==> src/rtl/cplx_mac.sv <==
// Pipelined complex multiply-accumulate: one term per cycle, fixed-point dot products
// with round-half-up and saturation to DATA_W bits on the final term.
module cplx_mac #(
    parameter int DATA_W  = 16,
    parameter int FRAC_W  = 13,
    parameter int GUARD_W = 4
) (
    input  logic                     clk,
    input  logic                     rst_n,
    input  logic                     in_valid,
    output logic                     in_ready,
    input  logic                     in_last,
    input  logic signed [DATA_W-1:0] a_re,
    input  logic signed [DATA_W-1:0] a_im,
    input  logic signed [DATA_W-1:0] b_re,
    input  logic signed [DATA_W-1:0] b_im,
    output logic                     out_valid,
    input  logic                     out_ready,
    output logic signed [DATA_W-1:0] out_re,
    output logic signed [DATA_W-1:0] out_im,
    output logic                     out_sat
);

    localparam int PROD_W = 2 * DATA_W;
    localparam int SUM_W  = PROD_W + 1;
    localparam int ACC_W  = SUM_W + GUARD_W;
    localparam int RND_W  = ACC_W + 1;

    localparam logic signed [RND_W-1:0] HALF    = RND_W'(1) << (FRAC_W - 1);
    localparam logic signed [RND_W-1:0] SAT_MAX = {{(RND_W-DATA_W+1){1'b0}}, {(DATA_W-1){1'b1}}};
    localparam logic signed [RND_W-1:0] SAT_MIN = {{(RND_W-DATA_W+1){1'b1}}, {(DATA_W-1){1'b0}}};

    logic stall;
    logic s1_valid, s1_last;
    logic signed [PROD_W-1:0] p_rr, p_ii, p_ri, p_ir;
    logic signed [ACC_W-1:0]  acc_re, acc_im;
    logic signed [SUM_W-1:0]  term_re, term_im;
    logic signed [ACC_W-1:0]  sum_re, sum_im;
    logic [DATA_W:0]          fin_re, fin_im;

    assign stall    = out_valid && !out_ready;
    assign in_ready = !stall;

    // Returns {clamped, value}: round half up at FRAC_W, then clamp to DATA_W signed.
    function automatic logic [DATA_W:0] round_sat(input logic signed [ACC_W-1:0] v);
        logic signed [RND_W-1:0] r;
        r = (RND_W'(v) + HALF) >>> FRAC_W;
        if (r > SAT_MAX)
            return {1'b1, SAT_MAX[DATA_W-1:0]};
        else if (r < SAT_MIN)
            return {1'b1, SAT_MIN[DATA_W-1:0]};
        else
            return {1'b0, r[DATA_W-1:0]};
    endfunction

    // Stage 1: four full-width products; the whole pipe freezes while the output is stalled.
    // NOTE: sequential state uses non-blocking assignments so every register samples pre-edge values.
    always_ff @(posedge clk or negedge rst_n) begin
        if (!rst_n) begin
            s1_valid <= 1'b0;
            s1_last  <= 1'b0;
            p_rr     <= '0;
            p_ii     <= '0;
            p_ri     <= '0;
            p_ir     <= '0;
        end else if (!stall) begin
            s1_valid <= in_valid;
            s1_last  <= in_valid && in_last;
            if (in_valid) begin
                p_rr <= $signed(PROD_W'(a_re)) * $signed(PROD_W'(b_re));
                p_ii <= $signed(PROD_W'(a_im)) * $signed(PROD_W'(b_im));
                p_ri <= $signed(PROD_W'(a_re)) * $signed(PROD_W'(b_im));
                p_ir <= $signed(PROD_W'(a_im)) * $signed(PROD_W'(b_re));
            end
        end
    end

    // NOTE: every combinational output is assigned on all paths, so no latch can be inferred.
    always_comb begin
        term_re = SUM_W'(p_rr) - SUM_W'(p_ii);
        term_im = SUM_W'(p_ri) + SUM_W'(p_ir);
        sum_re  = acc_re + ACC_W'(term_re);
        sum_im  = acc_im + ACC_W'(term_im);
        fin_re  = round_sat(sum_re);
        fin_im  = round_sat(sum_im);
    end

    // Stage 2: accumulate, or on the last term publish the rounded sum and restart from zero.
    always_ff @(posedge clk or negedge rst_n) begin
        if (!rst_n) begin
            acc_re    <= '0;
            acc_im    <= '0;
            out_valid <= 1'b0;
            out_re    <= '0;
            out_im    <= '0;
            out_sat   <= 1'b0;
        end else if (!stall) begin
            if (s1_valid && s1_last) begin
                acc_re    <= '0;
                acc_im    <= '0;
                out_valid <= 1'b1;
                out_re    <= fin_re[DATA_W-1:0];
                out_im    <= fin_im[DATA_W-1:0];
                out_sat   <= fin_re[DATA_W] | fin_im[DATA_W];
            end else begin
                if (s1_valid) begin
                    acc_re <= sum_re;
                    acc_im <= sum_im;
                end
                if (out_ready)
                    out_valid <= 1'b0;
            end
        end
    end

endmodule

==> config.mk <==
export PLATFORM = sky130hd
export DESIGN_NAME = cplx_mac
export DESIGN_NICKNAME = d
export VERILOG_FILES = /design/src/rtl/cplx_mac.sv
export SDC_FILE = /design/constraint.sdc
export NUM_CORES = 2
export LEC_CHECK = 0
export CAP_MARGIN = 20
export CORE_UTILIZATION = 50
export CTS_CLUSTER_SIZE = 20
export DETAILED_ROUTE_END_ITERATION = 8
export GPL_ROUTABILITY_DRIVEN = 0
export HOLD_SLACK_MARGIN = 0.1
export PLACE_DENSITY = 0.69
export SLEW_MARGIN = 40
export SYNTH_ARGS = -nofsm -noshare
export SYNTH_HDL_FRONTEND = slang
export SYNTH_SLANG_ARGS = --single-unit
==> constraint.sdc <==
create_clock -name clk -period 5 [get_ports clk]
set_input_delay 0.5 -clock clk [delete_from_list [all_inputs] [get_ports clk]]
set_output_delay 0.5 -clock clk [all_outputs]
set_load 0.05 [all_outputs]
### Word-level counts from Yosys, hierarchy flattened

Index checks and enable logic that the tools add are counted.

| storage, ports and cells | value |
|---|---|
| logic and storage cells | 49 |
| output and inout port bits | 35 |
| bits in registers | 238 |
| input port bits | 69 |

| operators by class | value |
|---|---|
| bitwise gates (word level) | 2 |
| reductions and logical operators | 11 |
| mux-type cells | 10 |
| $lt $le $gt $ge | 4 |
| multipliers | 4 |
| add/subtract/negate cells | 6 |

Operators with widths:

| operator | count |
|---|---|
| 2-to-1 mux 37 bit | 4 |
| multiplier 16 x 16 -> 32 bit | 4 |
| adder 37 x 14 -> 38 bit, second input constant | 2 |
| adder 37 x 33 -> 37 bit | 2 |
| 2-to-1 mux 17 bit | 4 |
| > comparator 25 x 16 -> 1 bit, second input constant | 2 |
| less-than comparator 25 x 16 -> 1 bit, second input constant | 2 |
| adder 32 x 32 -> 33 bit | 1 |
| subtractor 32 x 32 -> 33 bit | 1 |
| AND reduction 2 bit | 4 |
| nonzero test 2 bit | 2 |
| logical AND 1 bit | 3 |
| zero test 1 bit | 2 |
| 2-to-1 mux 1 bit | 2 |
| inverter 1 bit | 1 |
| OR 1 bit | 1 |

### Depth between registers and ports, before layout

| logic depth | value |
|---|---|
| depth after elaboration | 7 |
| mapped depth | 29 |
| mapped depth without buffers | 28 |

### Worst setup path after synthesis

No wires, ideal clock.

| timing path | value |
|---|---|
| path kind | input port to flip-flop |
| start | in a_im[10] |
| end | reg p_ii[30] |
| data arrival time | 6,718 ps |
| library setup time | 133 ps |
| stages | 28 |
| buffers on the path | 1 |
| data required time | 4,867 ps |
| slack | -1,851 ps |
| path through | clkbuf_1 > nand2_1 > fa_1 > inv_1 > fa_1 > inv_1 > fa_1 > fa_1 > inv_1 > fa_1 > inv_1 > fa_1 > inv_1 > ha_1 > a21o_1 > a21o_1 > a21o_1 > a21oi_1 > o31a_1 > o211ai_1 > a41oi_1 > o21ai_0 > a21oi_1 > nor2b_1 > o41a_1 > a21oi_1 > xor2_1 > o21ai_0 |

| on the way | value |
|---|---|
| longest elaborated chain between the ends | 1 |

Ends and longest elaborated chain:

| item | RTL line | text |
|---|---|---|
| start, declared | 14 | `input logic signed [DATA_W-1:0] a_im,` |
| multiplier 16 x 16 -> 32 bit | 71 | `p_ii <= $signed(PROD_W'(a_im)) * $signed(PROD_W'(b_im));` |
| end signal, assigned | 71 |  |
| end, declared | 35 | `logic signed [PROD_W-1:0] p_rr, p_ii, p_ri, p_ir;` |

Every way passes these cells.
A chain may end at the register's enable or synchronous reset.

### Final worst setup path

| timing path | value |
|---|---|
| start | in b_re[1] |
| end | reg p_rr[30] |

| on the way | value |
|---|---|
| longest elaborated chain between the ends | 1 |

Ends and longest elaborated chain:

| item | RTL line | text |
|---|---|---|
| start, declared | 15 | `input logic signed [DATA_W-1:0] b_re,` |
| multiplier 16 x 16 -> 32 bit | 70 | `p_rr <= $signed(PROD_W'(a_re)) * $signed(PROD_W'(b_re));` |
| end signal, assigned | 70 |  |
| end, declared | 35 |  |

Every way passes these cells.

==> flow_summary.json <==
{
  "status": "complete, but fails checks",
  "failed_checks": "negative setup slack",
  "grt_max_degree": 112,
  "crit_path_max_fanout": 6,
  "drc_errors": 0,
  "crit_buf_inv": 10,
  "die_w_um": 333,
  "fill_cells": 8111,
  "start_kind": "input port",
  "grt_pass1_vias": 47200,
  "fin_nets": 8578,
  "finalCriticalPeriod_ps": 6340,
  "synthAdderAreaFrac_pct": 50.1,
  "drtAntennaViolNets": 0,
  "synth_compound_area_share_pct": 8.54,
  "cts.sinks": 238,
  "synth_top_area_cell": "fa_1",
  "fin_crit_sh_pct": 127,
  "ys_ff_latch": 238,
  "wl_mm": 166,
  "syn-instance-count": 6018,
  "drive_gt1_share_pct": 25.2,
  "r2r_cells": 21,
  "vias": 45000,
  "final_cells": 8421,
  "synth-edff-count": 0,
  "critPathTopFamily": "adder cells",
  "synth_simple_gate_area_share_pct": 14.9,
  "clkTransAtPathRegs_ps": 70,
  "synth_top_area_share_pct": 40.9,
  "slew_headroom_pct": 56.0,
  "antenna_found_initial": 11,
  "regArea_um2": 5960,
  "worstPathArrival_ps": 6810,
  "synth_seq_area_share_pct": 10.8,
  "setup_viol": 93,
  "grt.overflow.total": 0,
  "die-area_um2": 111000,
  "start_util_pct": 50.4,
  "clock-root-buffer": "clkbuf_16",
  "final-max-slew-violation-count": 0,
  "pre_cts_ws_ps": -2410,
  "rows": 121,
  "max_clock_freq_mhz": 158,
  "maxCapViolCount": 0,
  "numPortBuffers": 103,
  "via_per_inst": 5.34,
  "crit_type": "in2reg",
  "die_y_um": 333,
  "fin_ws_ps": -1340,
  "syn-num-nets": 7612,
  "avgSynthCellArea_um2": 9.12,
  "synth_xor_area_share_pct": 3.84,
  "multi_input_area_um2": 45400,
  "first_pass_iters": 6,
  "place_inst": 8103,
  "cts-htree-levels": 1,
  "totalNegativeSetupSlack_ps": -57350,
  "synthMuxAreaShare_pct": 0.485,
  "wl_per_cell_um": 19.7,
  "ys.flop_type": "dfrtp_1",
  "drt-initial-drc-count": 3362,
  "crit_path_max_incr_delay_ps": 560,
  "clock_path_buffers": 3,
  "worst_slew_pin_slew_ps": 660,
  "ys.warnings.count": 0,
  "ys_top_cells_by_area": "fa_1 41%, dfrtp_1 11%, inv_1 9.4%, ha_1 9.2%, nand2_1 5.4%",
  "syn_to_final_growth_pct": 29.5,
  "design.core.area_um2": 109000,
  "pin_count": 104,
  "synth_cell_types": 103,
  "synth_top_family_by_area": "adder cells",
  "cp_num_cells": 28,
  "cts_tree": "built",
  "grt.total_usage_pct": 29.9,
  "hpwl_mm": 122,
  "worst_hold_path_type": "in2async",
  "numCtsBuffers": 29,
  "critPathCaptureType": "register",
  "fin_worst_skew_ps": 15.5,
  "critical_path.slowest_cell": "fa_1",
  "hold_viol": 0,
  "grt_pass1_wl_mm": 259,
  "insertion_delay_ps": 610,
  "cp.required_ps": 5470,
  "rsz0062_at_grt": "true",
  "utilization_pct": 65.3,
  "async_reset_ff_share_pct": 100,
  "synth_area_um2": 54900
}
worst register-to-register path: cells and delay by family (launching register included):
family	cells	cell delay [ps]
muxes	1	250
xor gates and xnor gates	1	270
buffers and inverters	4	650
and+or+nand+nor	8	1400
adders and majority gates	3	1080
DFF	1	400
AOI/OAI and AO/OA	4	1010
logic make-up (layout without fill, tap and decap cells):
family                   after synthesis  after routing
flip-flops                           238            238
multiplexers                          24             24
AO/OA/AOI/OAI                        697            698
AND/OR/NAND/NOR                     1662           1663
other                                  0              2
buffers and inverters               1637           2622
XOR/XNOR                             235            235
adder cells (fa/ha/maj)             1525           1525
path summary, 6_finish.rpt:
path	startpoint	slack, ps	endpoint
hold reg to reg	acc_re[7]	480	acc_re[7]
hold / removal	rst_n	390	acc_im[35]
max in group asynchronous	rst_n	3230	p_ii[31]
setup reg to reg	acc_im[1]	-180	out_sat
min in group clk	in_last	450	s1_last
setup / recovery	b_re[1]	-1340	p_rr[30]
cells in the final DEF, fill, tap and decap left out, types with 69 or more instances in the layout:
cell	n
a21oi_1	89
and2_1	412
buf_12	106
buf_4	850
buf_6	95
dfrtp_1	238
fa_1	1104
ha_1	353
inv_1	1301
inv_2	69
nand2_1	717
nand2b_1	72
nor2_1	98
o21ai_0	112
xnor2_1	121
xor2_1	74
repair_timing:
| action | CTS | global route |
|---|---|---|
| gates resized for setup | 585 | 339 |
| setup buffers | 205 | 83 |
| hold buffers | 1 | 0 |
| cloned | 25 | 7 |
| endpoints found under the hold margin | 53 | 0 |
| pin swaps | 244 | 275 |
| setup endpoints to repair | 115 | 112 |
synth_stat cells, drive strengths merged, types with 43 or more instances:
cell type and n:
inv 1373, fa 1121, nand2 797, and2 440
ha 404, clkbuf 241, dfrtp 238, o21ai 214
xnor2 149, a21oi 141, nor2 110, xor2 85
nand2b 76, a21o 66, nand3 45, nor3 43
final cells by class:
class	instances	share of cell area (%)
inverters	1374	7.27
diodes	2	0.00704
flip-flops and latches	238	8.38
clock inverters	20	0.366
well taps	1414	2.49
multi-input cells	4145	63.8
clock buffers	32	1.06
repair buffers	1196	16.6
routing by layer:
| layer | vias up | wire, µm | global-route usage, % |
|---|---|---|---|
| li1 | 20200 | - | - |
| met2 | 1796 | 73200 | 45.7 |
| met5 | - | 121 | 0 |
| met4 | 18 | 9420 | 13.2 |
| met1 | 22500 | 67600 | 41.6 |
| met3 | 472 | 15200 | 5.38 |
flip-flops by register name, summed over array words and instances (netlist names), 16 cells and up:
signal  flops
acc_im     37
acc_re     37
p_ii       32
p_ir       32
p_ri       32
p_rr       32
out_im     16
out_re     16
stage by stage:
step                      hold slack, ps  cell area, µm²
after floorplan                      204           56300
after global placement               462           64500
after detailed placement             457           64600
after CTS                            408           69400
after global routing                 441           71100
final                                391           71100
Power is not shown: default switching activity piles up to over one toggle a cycle in this logic, so the estimate is an artifact.
